**config.mk**
```make
export PLATFORM = sky130hd
export DESIGN_NAME = d_write_buffer_flat
export DESIGN_NICKNAME = d
export VERILOG_FILES = /design/src/rtl/d_write_buffer_if.sv /design/src/rtl/d_write_buffer.sv /design/src/flat_wrapper.sv
export SDC_FILE = /design/constraint.sdc
export NUM_CORES = 1
export LEC_CHECK = 0
export CAP_MARGIN = 20
export CORE_ASPECT_RATIO = 0.6
export CORE_MARGIN = 4
export CORE_UTILIZATION = 29
export CTS_CLUSTER_SIZE = 40
export DETAILED_ROUTE_END_ITERATION = 10
export GPL_TIMING_DRIVEN = 0
export PLACE_DENSITY_LB_ADDON = 0.1
export SYNTH_ARGS = -nofsm -noshare
export SYNTH_HDL_FRONTEND = slang
export SYNTH_SLANG_ARGS = --single-unit
export TNS_END_PERCENT = 10
```
**constraint.sdc**
```tcl
create_clock -name clk -period 3 [get_ports clk]
set_clock_uncertainty 0.1 [all_clocks]
set_input_delay 0.9 -clock clk [delete_from_list [all_inputs] [get_ports clk]]
set_output_delay 0.9 -clock clk [all_outputs]
set_load 0.02 [all_outputs]
```
**src/rtl/d_write_buffer_if.sv**
```systemverilog
// d_write_buffer_if: sram-like request/response bus used on both sides of the write buffer.
interface d_write_buffer_if;
    logic        req;
    logic        wr;
    logic [1:0]  size;
    logic [31:0] addr;
    logic [31:0] wdata;
    logic [31:0] rdata;
    logic        addr_ok;
    logic        data_ok;
    modport master (output req, wr, size, addr, wdata, input rdata, addr_ok, data_ok);
    modport slave  (input req, wr, size, addr, wdata, output rdata, addr_ok, data_ok);
endinterface

```
**src/rtl/d_write_buffer.sv**
```systemverilog
// d_write_buffer: posted store queue between the dcache and the AXI bridge; reads bypass only an empty queue.
module d_write_buffer #(
    parameter int DEPTH     = 4,
    parameter int PTR_WIDTH = 2
) (
    input logic             clk,
    input logic             rst,
    d_write_buffer_if.slave  cache,
    d_write_buffer_if.master mem
);
    typedef enum logic [2:0] {IDLE, WREQ, WRESP, RREQ, RRESP} state_t;
    state_t state;
    logic [1:0]  size_q [DEPTH];
    logic [31:0] addr_q [DEPTH];
    logic [31:0] data_q [DEPTH];
    logic [PTR_WIDTH-1:0] head, tail;
    logic [PTR_WIDTH:0]   count;
    logic        wack;
    logic [31:0] rd_addr, rdata_q;
    logic [1:0]  rd_size;
    logic full, empty, pending, push, pop, rd_acc, rd_done;
    assign full    = count == (PTR_WIDTH+1)'(DEPTH);
    assign empty   = count == '0;
    assign pending = wack | (state == RREQ) | (state == RRESP);
    // Gated by rst so nothing is acknowledged while the block is held in reset
    assign push    = rst & cache.req & cache.wr & ~full & ~pending;
    assign rd_acc  = rst & cache.req & ~cache.wr & empty & (state == IDLE) & ~pending;
    assign pop     = (state == WRESP) & mem.data_ok;
    assign rd_done = (state == RRESP) & mem.data_ok;
    assign cache.addr_ok = push | rd_acc;
    assign cache.data_ok = wack | rd_done;
    assign cache.rdata   = rd_done ? mem.rdata : rdata_q;
    assign mem.req   = (state == WREQ) | (state == RREQ);
    assign mem.wr    = state == WREQ;
    assign mem.size  = state == WREQ ? size_q[head] : state == RREQ ? rd_size : 2'b00;
    assign mem.addr  = state == WREQ ? addr_q[head] : state == RREQ ? rd_addr : 32'h0;
    assign mem.wdata = state == WREQ ? data_q[head] : 32'h0;
    always_ff @(posedge clk) begin
        if (push) begin
            size_q[tail] <= cache.size;
            addr_q[tail] <= cache.addr;
            data_q[tail] <= cache.wdata;
        end
    end
    always_ff @(posedge clk or negedge rst) begin
        if (!rst) begin
            state   <= IDLE;
            head    <= '0;
            tail    <= '0;
            count   <= '0;
            wack    <= 1'b0;
            rd_addr <= 32'h0;
            rd_size <= 2'b00;
            rdata_q <= 32'h0;
        end else begin
            wack  <= push;
            head  <= pop ? head + 1'b1 : head;
            tail  <= push ? tail + 1'b1 : tail;
            count <= count + (PTR_WIDTH+1)'(push) - (PTR_WIDTH+1)'(pop);
            if (rd_acc) begin
                rd_addr <= cache.addr;
                rd_size <= cache.size;
            end
            if (rd_done) rdata_q <= mem.rdata;
            // Pending stores always drain before a read is considered
            unique case (state)
                IDLE:    state <= !empty ? WREQ : rd_acc ? RREQ : IDLE;
                WREQ:    state <= mem.addr_ok ? WRESP : WREQ;
                WRESP:   state <= mem.data_ok ? IDLE : WRESP;
                RREQ:    state <= mem.addr_ok ? RRESP : RREQ;
                RRESP:   state <= mem.data_ok ? IDLE : RRESP;
                default: state <= IDLE;
            endcase
        end
    end
endmodule

```
**src/flat_wrapper.sv**
```systemverilog
// flat-port wrapper written by rule: the top's interface ports become plain ports
module d_write_buffer_flat 
#(
    parameter int DEPTH     = 4,
    parameter int PTR_WIDTH = 2
)
  (clk, rst, cache_req, cache_wr, cache_size, cache_addr, cache_wdata, cache_rdata, cache_addr_ok, cache_data_ok, mem_req, mem_wr, mem_size, mem_addr, mem_wdata, mem_rdata, mem_addr_ok, mem_data_ok);
  d_write_buffer_if cache_i ();
  d_write_buffer_if mem_i ();
  input logic clk;
  input logic rst;
  input wire logic [$bits(cache_i.req)-1:0] cache_req;
  input wire logic [$bits(cache_i.wr)-1:0] cache_wr;
  input wire logic [$bits(cache_i.size)-1:0] cache_size;
  input wire logic [$bits(cache_i.addr)-1:0] cache_addr;
  input wire logic [$bits(cache_i.wdata)-1:0] cache_wdata;
  output wire logic [$bits(cache_i.rdata)-1:0] cache_rdata;
  output wire logic [$bits(cache_i.addr_ok)-1:0] cache_addr_ok;
  output wire logic [$bits(cache_i.data_ok)-1:0] cache_data_ok;
  output wire logic [$bits(mem_i.req)-1:0] mem_req;
  output wire logic [$bits(mem_i.wr)-1:0] mem_wr;
  output wire logic [$bits(mem_i.size)-1:0] mem_size;
  output wire logic [$bits(mem_i.addr)-1:0] mem_addr;
  output wire logic [$bits(mem_i.wdata)-1:0] mem_wdata;
  input wire logic [$bits(mem_i.rdata)-1:0] mem_rdata;
  input wire logic [$bits(mem_i.addr_ok)-1:0] mem_addr_ok;
  input wire logic [$bits(mem_i.data_ok)-1:0] mem_data_ok;
  assign cache_i.req = cache_req;
  assign cache_i.wr = cache_wr;
  assign cache_i.size = cache_size;
  assign cache_i.addr = cache_addr;
  assign cache_i.wdata = cache_wdata;
  assign cache_rdata = cache_i.rdata;
  assign cache_addr_ok = cache_i.addr_ok;
  assign cache_data_ok = cache_i.data_ok;
  assign mem_req = mem_i.req;
  assign mem_wr = mem_i.wr;
  assign mem_size = mem_i.size;
  assign mem_addr = mem_i.addr;
  assign mem_wdata = mem_i.wdata;
  assign mem_i.rdata = mem_rdata;
  assign mem_i.addr_ok = mem_addr_ok;
  assign mem_i.data_ok = mem_data_ok;
  d_write_buffer #(.DEPTH(DEPTH), .PTR_WIDTH(PTR_WIDTH)) u_core (.clk(clk), .rst(rst), .cache(cache_i), .mem(mem_i));
endmodule
```
Word-level counts from Yosys, hierarchy flattened
Memory sizes are Yosys's and may differ from the RTL's. Cells that the tools add are included.

Add/sub/neg operators: 4. Equality and inequality tests: 5. Multiplexer cells: 15. Bitwise gates (word level): 18. Reduce and logical (&&, ||, !) cells: 2.

Operators with widths (number): two-way mux 32 bit (4); one-hot mux 3 bit (5 select lines) (1); bitwise AND 1 bit (10); two-way mux 2 bit (5); two-way mux 3 bit (3); equality test 3 x 2 -> 1 bit, second input constant (2); equality test 3 bit, second input constant (2); logical NOT 3 bit (2); OR 1 bit (5); adder 2 x 1 -> 2 bit, second input constant (2); adder 3 x 1 -> 3 bit (1); equality test 3 x 1 -> 1 bit, second input constant (1); NOT 1 bit (3); subtractor 3 x 1 -> 3 bit (1); two-way mux 1 bit (2).

Register bits: 77. Memory bits (writable): 264. Output and inout bits: 102. Word-level logic and storage cells: 55. Memories kept: 3.

Memories: u_core.addr_q (words 4, width 32, rd ports 1, clocked after memory_dff 0, write ports 1, RTL line d_write_buffer.sv:14) `logic [31:0] addr_q [DEPTH];`; u_core.data_q (words 4, width 32, rd ports 1, clocked after memory_dff 0, write ports 1, RTL line d_write_buffer.sv:15) `logic [31:0] data_q [DEPTH];`; u_core.size_q (words 4, width 2, rd ports 1, clocked after memory_dff 0, write ports 1, RTL line d_write_buffer.sv:13) `logic [1:0] size_q [DEPTH];`.

Logic depth before layout (Yosys ltp)
Gate-level depths: netlist (run 1).

Word-level depth: 8. Depth in mapped cells: 8.

Worst setup path before layout (run 1)
OpenSTA, ideal clock, no wires.

Kind: input to register. Start point: in cache_wr. End point: mem u_core.addr_q[0][0] (enable). Library setup time: 0.431 ns. Arrival: 2.958 ns. Setup slack: -0.490 ns. Stages: 3. Path buffers: 0. Cell sequence: nand4b_1 > nor4_4 > and2_1.

Longest elaborated chain between the ends: 5.

Ends and longest elaborated chain: start: declaration (RTL line flat_wrapper.sv:13) `input wire logic [$bits(cache_i.wr)-1:0] cache_wr;`; bitwise AND 1 bit (3 in a row) (RTL line d_write_buffer.sv:26) `assign push = rst & cache.req & cache.wr & ~full & ~pending;`; named net u_core.push (RTL line d_write_buffer.sv:21) `logic full, empty, pending, push, pop, rd_acc, rd_done;`; two-way mux 1 bit (RTL line d_write_buffer.sv:39) `if (push) begin`; two-way mux 1 bit (implied by the code) (RTL line d_write_buffer.sv:41) `addr_q[tail] <= cache.addr;`; end: declaration (RTL line d_write_buffer.sv:14).

The timed path passes the listed nets, and every way through them passes these cells.

Worst setup path in the final report (run 1)
Start point: reg u_core.head[0]. End point: out mem_addr[2].

Longest elaborated chain between the ends: 2.

Ends and longest elaborated chain: start: declaration (RTL line d_write_buffer.sv:16) `logic [PTR_WIDTH-1:0] head, tail;`; start signal: assignment (RTL line d_write_buffer.sv:57) `head <= pop ? head + 1'b1 : head;`; memory read (4 x 32 bit); two-way mux 32 bit (RTL line d_write_buffer.sv:36) `assign mem.addr = state == WREQ ? addr_q[head] : state == RREQ ? rd_addr : 32'h0;`; end: declaration (RTL line flat_wrapper.sv:23) `output wire logic [$bits(mem_i.addr)-1:0] mem_addr;`.

Every way passes these cells.

==> flow_metrics.py, run 1 <==
metrics = {
    "run_status": {
        "status": "complete, but fails checks",
        "failed_checks": "setup timing",
    },
    "placed_design": {
        "place_inst": 1454,
        "port_buffers": 205,
        "place_ws_ns": -1.07,
        "place_congestion": 0.693,
        "hpwl_um": 21200,
    },
    "global_route": {
        "track_usage": 0.134,
        "antenna_found_initial": 1,
        "first_global_vias": 7702,
        "grt_overflow": 0,
        "grt_start_max_net_pins": 43,
        "grt_first_pass_wirelength_um": 50500,
    },
    "synth": {
        "ys_types": 37,
        "synth-seq-cells": 341,
        "avgSynthCellArea_um2": 21.6,
        "synth_top_area_frac": 0.588,
        "synth_nets": 735,
        "synth_top_area_cell": "edfxtp_1",
        "syn-cell-area_um2": 13500,
        "synthArstFlopShare": 0.226,
        "synth_cells": 624,
        "yosys_warnings": 0,
        "synthTopCellsByArea": "edfxtp_1 (59%), dfrtp_1 (14%), mux4_2 (11%)",
        "seq_area_frac_synth": 0.731,
        "post-synth-top-count-cell": "edfxtp_1",
        "synth_ff_type": "edfxtp_1",
        "netlist_top_cells_count": "edfxtp_1 (264), dfrtp_1 (77), mux4_2 (66)",
        "synth_edf_count": 264,
    },
    "floorplan": {
        "num_rows": 60,
        "io_pins": 206,
        "die_x_um": 286,
        "dieArea_um2": 50100,
        "initial_core_util": 0.297,
        "die_h_um": 175,
        "fp.coreArea_um2": 45300,
    },
    "pwr": {
        "ir_drop_uv": 313,
        "power_density_nw_per_um2": 948,
        "static-leakage-power_uw": 0.00683,
    },
    "route": {
        "drc": 0,
        "viasPerCell": 4.51,
        "dr.pass1.iters": 4,
        "drtAntennaViolNets": 0,
        "avgRoutedWirePerCell_um": 22.0,
        "drt_iter0_drc": 354,
        "vias": 6938,
        "drt-total-wl_um": 33800,
    },
    "critical_path": {
        "crit_path_end_kind": "output port",
        "worst_setup_path_start_kind": "register",
        "r2r_start": "u_core.state[0]$_DFF_PN0_",
        "critPathLaunch": "u_core.head[0]$_DFFE_PN0P_",
        "crit_type": "register to output port",
        "crit_arrival_ns": 2.19,
        "crit_chain": "buf_12 -> buf_12 -> buf_4 -> mux4_2 -> a22o_1 -> buf_6",
        "worst_path_largest_cell_delay_ns": 0.48,
        "cp_slowest_cell": "mux4_2",
        "cpMostUsedCell": "buf_12",
        "path_max_fanout": 8,
        "worstPathRequired_ns": 2.00,
    },
    "final_layout": {
        "area_delta_synth_final_pct": 34.8,
        "fin_cells": 1537,
        "antenna_cells": 0,
        "fin_nets": 1000,
        "drive_gt1_frac": 0.407,
        "nFillCells": 4102,
    },
    "clock_tree": {
        "cts_sinks": 341,
        "cts_hold_buf": 0,
        "cts_tree": "done",
        "cts_max_path_buffers": 3,
        "clkLatencyLatePin_ns": 0.52,
        "htree_levels": 2,
        "cts-root-buf": "clkbuf_16",
        "clk_pin_slew_worst_paths_ns": 0.06,
        "cts_buffers": 37,
    },
    "timing": {
        "setup_violations": 99,
        "tightest_slew_ns": 0.548,
        "rsz0062_at_grt": "true",
        "final_max_slew_viol_count": 0,
        "fmax_ghz": 0.313,
        "slew_headroom": 0.632,
        "final.min_clock_period_ns": 3.19,
        "timing.final.hold_violations": 0,
        "final.setup.worst_slack_ns": -0.194,
        "fin_crit_sh": 1.06,
    },
    "job": {
        "max_cap_viol_count": 0,
    },
    "hold_path": {
        "hp-class": "input port to asynchronous set/reset pin",
    },
}
## area by class of cell
cell class	count	area, um^2	area share
multi-input cells	241	3430	0.189
well taps	620	776	0.0427
inverters	8	30.0	0.00165
repair buffers	227	2360	0.130
clock buffers	53	1070	0.0587
clock inverters	14	201	0.0111
flip-flops and latches	341	9860	0.543
plain buffers	33	442	0.0243
## where the power goes
| part | internal [uW] | switching [uW] | total [uW] |
|---|---|---|---|
| clock | 2910 | 1830 | 4730 |
| combinational | 3450 | 3080 | 6530 |
| sequential | 5690 | 274 | 5960 |
## logic make-up (layout without fill, tap and decap cells)
family          after synthesis  in the layout  share of synthesized area
mux                         133            133                      0.182
compound gates               40             40                     0.0252
simple gates                 55             55                     0.0289
fa+ha+maj                     7              7                    0.00706
flops                       341            341                      0.731
xor+xnor                      6              6                    0.00390
buf+inv                      42            335                     0.0214
## sequential cells by signal (all words and copies together) (netlist names)
name,count
u_core.rd_addr,32
u_core.state,3
u_core.data_q,128
u_core.rdata_q,32
u_core.size_q,8
u_core.tail,2
u_core.head,2
u_core.count,3
u_core.rd_size,2
u_core.addr_q,128
u_core.wack,1
## final timing paths
path                       slack (ns)  cells after the start                            end
min in group clk                 0.39                      1  u_core.rd_addr[3]$_DFFE_PN0P_
max                             -0.19                      6                    mem_addr[2]
max in group asynchronous        2.09                      2     u_core.head[1]$_DFFE_PN0P_
min                              0.12                      1   u_core.rdata_q[29]$_DFF_PN0_
min reg2reg                      0.39                      1  u_core.rd_addr[3]$_DFFE_PN0P_
max reg2reg                      0.33                      4  u_core.size_q[3][0]$_DFFE_PP_
## critical path: cells and delay by family, from the launching register on
family	cells	cell delay (ns)
buf+inv	4	0.57
mux	1	0.48
flops	1	0.38
compound gates	1	0.24
## metal layers
layer | up-vias | GRT usage | part of all wire
li1 | 3048 | - | -
met1 | 3716 | 0.179 | 0.45
met2 | 128 | 0.224 | 0.49
met3 | 44 | 0.0326 | 0.047
met4 | 2 | 0.0254 | 0.013
met5 | - | 0 | 0.00027
## timing repair
item                                    in CTS  in global routing
pin swaps                                   10                  5
resized for setup                          611                 36
setup buffers                               13                  2
cloned                                       3                  1
endpoints found under the setup margin     270                220
hold endpoints to repair                     0                  0
## stage by stage
stage	hold WS, ns	total power (uW)	setup TNS [ns]	instance area (um^2)	utilization
global route	0.0990	18100	-23.37	18200	0.401
detailed placement	0.380	11900	-240.35	16400	0.363
global placement	0.376	11900	-1965.38	16300	0.360
CTS	0.0994	17500	-18.24	18100	0.399
finish	0.121	17200	-12.24	18200	0.401
floorplan	0.360	9460	-96.89	13500	-
## cell usage in the layout, fill, tap and decap left out, types with 18 or more instances in the layout
cell type        instances
edfxtp_1               264
clkbuf_16               39
buf_4                   18
and2_4                  25
buf_2                   31
a22o_1                  33
clkdlybuf4s50_1        101
dfrtp_1                 74
mux4_2                  66
mux2_4                  58
buf_6                   74
buf_12                  18
No activity file was read; power rests on OpenSTA's default activity.
==> run 2, diff against run 1 <==
--- a/config.mk
+++ b/config.mk
@@ -6,13 +6,13 @@
 export NUM_CORES = 1
 export LEC_CHECK = 0
 export CAP_MARGIN = 20
-export CORE_ASPECT_RATIO = 0.6
 export CORE_MARGIN = 4
 export CORE_UTILIZATION = 29
 export CTS_CLUSTER_SIZE = 40
 export DETAILED_ROUTE_END_ITERATION = 10
 export GPL_TIMING_DRIVEN = 0
 export PLACE_DENSITY_LB_ADDON = 0.1
+export SKIP_CTS_REPAIR_TIMING = 1
 export SYNTH_ARGS = -nofsm -noshare
 export SYNTH_HDL_FRONTEND = slang
 export SYNTH_SLANG_ARGS = --single-unit
==> run 2 against run 1 <==
The run still ends with setup timing left. Clock power rose by 3%. Die area fell by 0.23%. Sequential power barely moved.
==> flow_metrics.py, run 2 (synthesis results as in run 1) <==
metrics = {
    "timing": {
        "tns_ns": -14.10,
        "tightest_slew_ns": 0.602,
        "final_max_slew_viol_count": 0,
        "rsz0062_at_grt": "true",
        "final.min_clock_period_ns": 3.20,
        "slew_headroom": 0.599,
        "fin_crit_sh": 1.07,
        "timing.final.hold_violations": 0,
        "fmax_ghz": 0.312,
        "final.setup.worst_slack_ns": -0.204,
        "setup_violations": 98,
    },
    "critical_path": {
        "r2r_start": "u_core.state[2]$_DFF_PN0_",
        "crit_chain": "buf_12 -> clkbuf_16 -> clkbuf_16 -> mux4_2 -> and2_1 -> buf_2",
        "cpMostUsedCell": "clkbuf_16",
        "cp.buffers_inverters": 4,
        "crit_path_end_kind": "output port",
        "critPathLaunch": "u_core.head[0]$_DFFE_PN0P_",
        "worst_setup_path_start_kind": "register",
        "crit_type": "register to output port",
        "crit_arrival_ns": 2.20,
        "worst_path_largest_cell_delay_ns": 0.47,
        "cp_slowest_cell": "mux4_2",
        "path_max_fanout": 6,
        "worstPathRequired_ns": 2.00,
        "cp_top_family": "buffers and inverters",
    },
    "route": {
        "drc": 0,
        "drtAntennaViolNets": 0,
        "avgRoutedWirePerCell_um": 21.4,
        "viasPerCell": 4.47,
        "vias": 6828,
        "drt-total-wl_um": 32700,
        "drt_iter0_drc": 323,
        "dr.pass1.iters": 4,
    },
    "final_layout": {
        "final_area_um2": 18100,
        "mostFrequentLayoutCells": "edfxtp_1 (264), clkdlybuf4s50_1 (102), dfrtp_1 (73), mux4_2 (66), mux2_4 (58)",
        "fin_nets": 1005,
        "fin_util": 0.395,
        "final_common_cell": "edfxtp_1",
        "reg_top3": "u_core.addr_q (128), u_core.data_q (128)",
        "drive_gt1_frac": 0.394,
        "area_delta_synth_final_pct": 34.0,
    },
    "clock_tree": {
        "cts_sinks": 341,
        "clk_pin_slew_worst_paths_ns": 0.05,
        "cts_buffers": 40,
        "cts_max_path_buffers": 3,
        "cts_tree": "done",
        "clkLatencyLatePin_ns": 0.54,
        "cts-root-buf": "clkbuf_16",
        "htree_levels": 2,
    },
    "pwr": {
        "power_frac_clock": 0.287,
        "power_density_nw_per_um2": 943,
        "switching_share": 0.303,
        "power_frac_comb": 0.364,
        "internal-power_uw": 11900,
        "seqPwrFrac": 0.349,
        "finalPower_uw": 17000,
        "ir_drop_uv": 385,
        "static-leakage-power_uw": 0.00686,
        "p_switching_uw": 5150,
    },
    "run_status": {
        "failed_checks": "setup timing",
        "status": "complete, but fails checks",
    },
    "global_route": {
        "grt_overflow": 0,
        "antenna_found_initial": 3,
        "track_usage": 0.127,
        "grt_first_pass_wirelength_um": 48100,
        "grt_start_max_net_pins": 42,
        "first_global_vias": 7479,
    },
    "placed_design": {
        "place_area_um2": 16400,
        "port_buffers": 205,
        "hpwl_um": 20500,
        "place_congestion": 0.654,
    },
    "job": {
        "max_cap_viol_count": 0,
    },
    "floorplan": {
        "die_x_um": 224,
        "dieArea_um2": 50000,
        "fp.coreArea_um2": 45700,
        "initial_core_util": 0.295,
        "num_rows": 78,
        "die_h_um": 224,
        "io_pins": 206,
    },
    "hold_path": {
        "hp-class": "input port to asynchronous set/reset pin",
    },
}
==> run 2: changes by cell type in the layout (fill, tap and decap cells not counted), sizes merged <==
cell | previous run | this run
clkbuf | 59 | 93
diode | 0 | 1
clkinv | 9 | 15
buf | 149 | 110
clkinvlp | 0 | 2
dlygate4sd2 | 2 | 0
inv | 8 | 10
dlymetal6s2s | 1 | 7
bufbuf | 1 | 0
clkdlybuf4s50 | 101 | 102
==> run 2: stage by stage <==
step	instances	hold slack, ns	worst slack (ns)
finish	1527	0.116	-0.204
global route	1527	0.0958	-0.288
CTS	1508	0.270	-1.27
detailed placement	1434	0.377	-1.01
global placement	1429	0.368	-6.55
floorplan	624	0.360	-0.489
==> run 2: final timing paths <==
| check | end | slack (ns) | depth (start not counted) |
|---|---|---|---|
| max | mem_wdata[16] | -0.20 | 6 |
| max reg2reg | u_core.addr_q[0][30]$_DFFE_PP_ | 0.23 | 6 |
| min in group clk | u_core.rdata_q[0]$_DFF_PN0_ | 0.39 | 1 |
| min | u_core.rdata_q[4]$_DFF_PN0_ | 0.12 | 1 |
| max in group asynchronous | u_core.rdata_q[10]$_DFF_PN0_ | 2.24 | 2 |
| min reg2reg | u_core.rdata_q[0]$_DFF_PN0_ | 0.39 | 1 |
==> run 2: power by group through the flow <==
stage | Sequential [uW] | Combinational, uW | Clock [uW]
after CTS | 5930 | 5900 | 5080
after global routing | 6000 | 6650 | 5270
after global placement | 6040 | 5850 | 0
final | 5940 | 6200 | 4890
after detailed placement | 6020 | 5880 | 0
after floorplan | 5960 | 3510 | 0
==> run 2: worst reg2reg max path, delay by kind of cell, from the launching register on <==
family	cells	cell delay, ns
buf+inv	3	0.59
flops	1	0.44
simple gates	3	1.30
==> run 2: cell type report <==
type | instances | area [um^2]
buffer | 34 | 420
inverter | 8 | 30.0
antenna | 1 | 2.50
tap | 600 | 751
clock buffer | 50 | 1070
fill | 4243 | 27600
multi-input combinational | 241 | 3390
sequential | 341 | 9860
clock inverter | 24 | 254
timing repair buffer | 228 | 2270
==> run 2: layer usage <==
metal | share of wire | global-route usage | up-vias
li1 | - | - | 3071
met1 | 0.43 | 0.161 | 3579
met2 | 0.50 | 0.214 | 133
met3 | 0.053 | 0.0356 | 41
met4 | 0.019 | 0.0402 | 4
met5 | 0.00064 | 0 | -
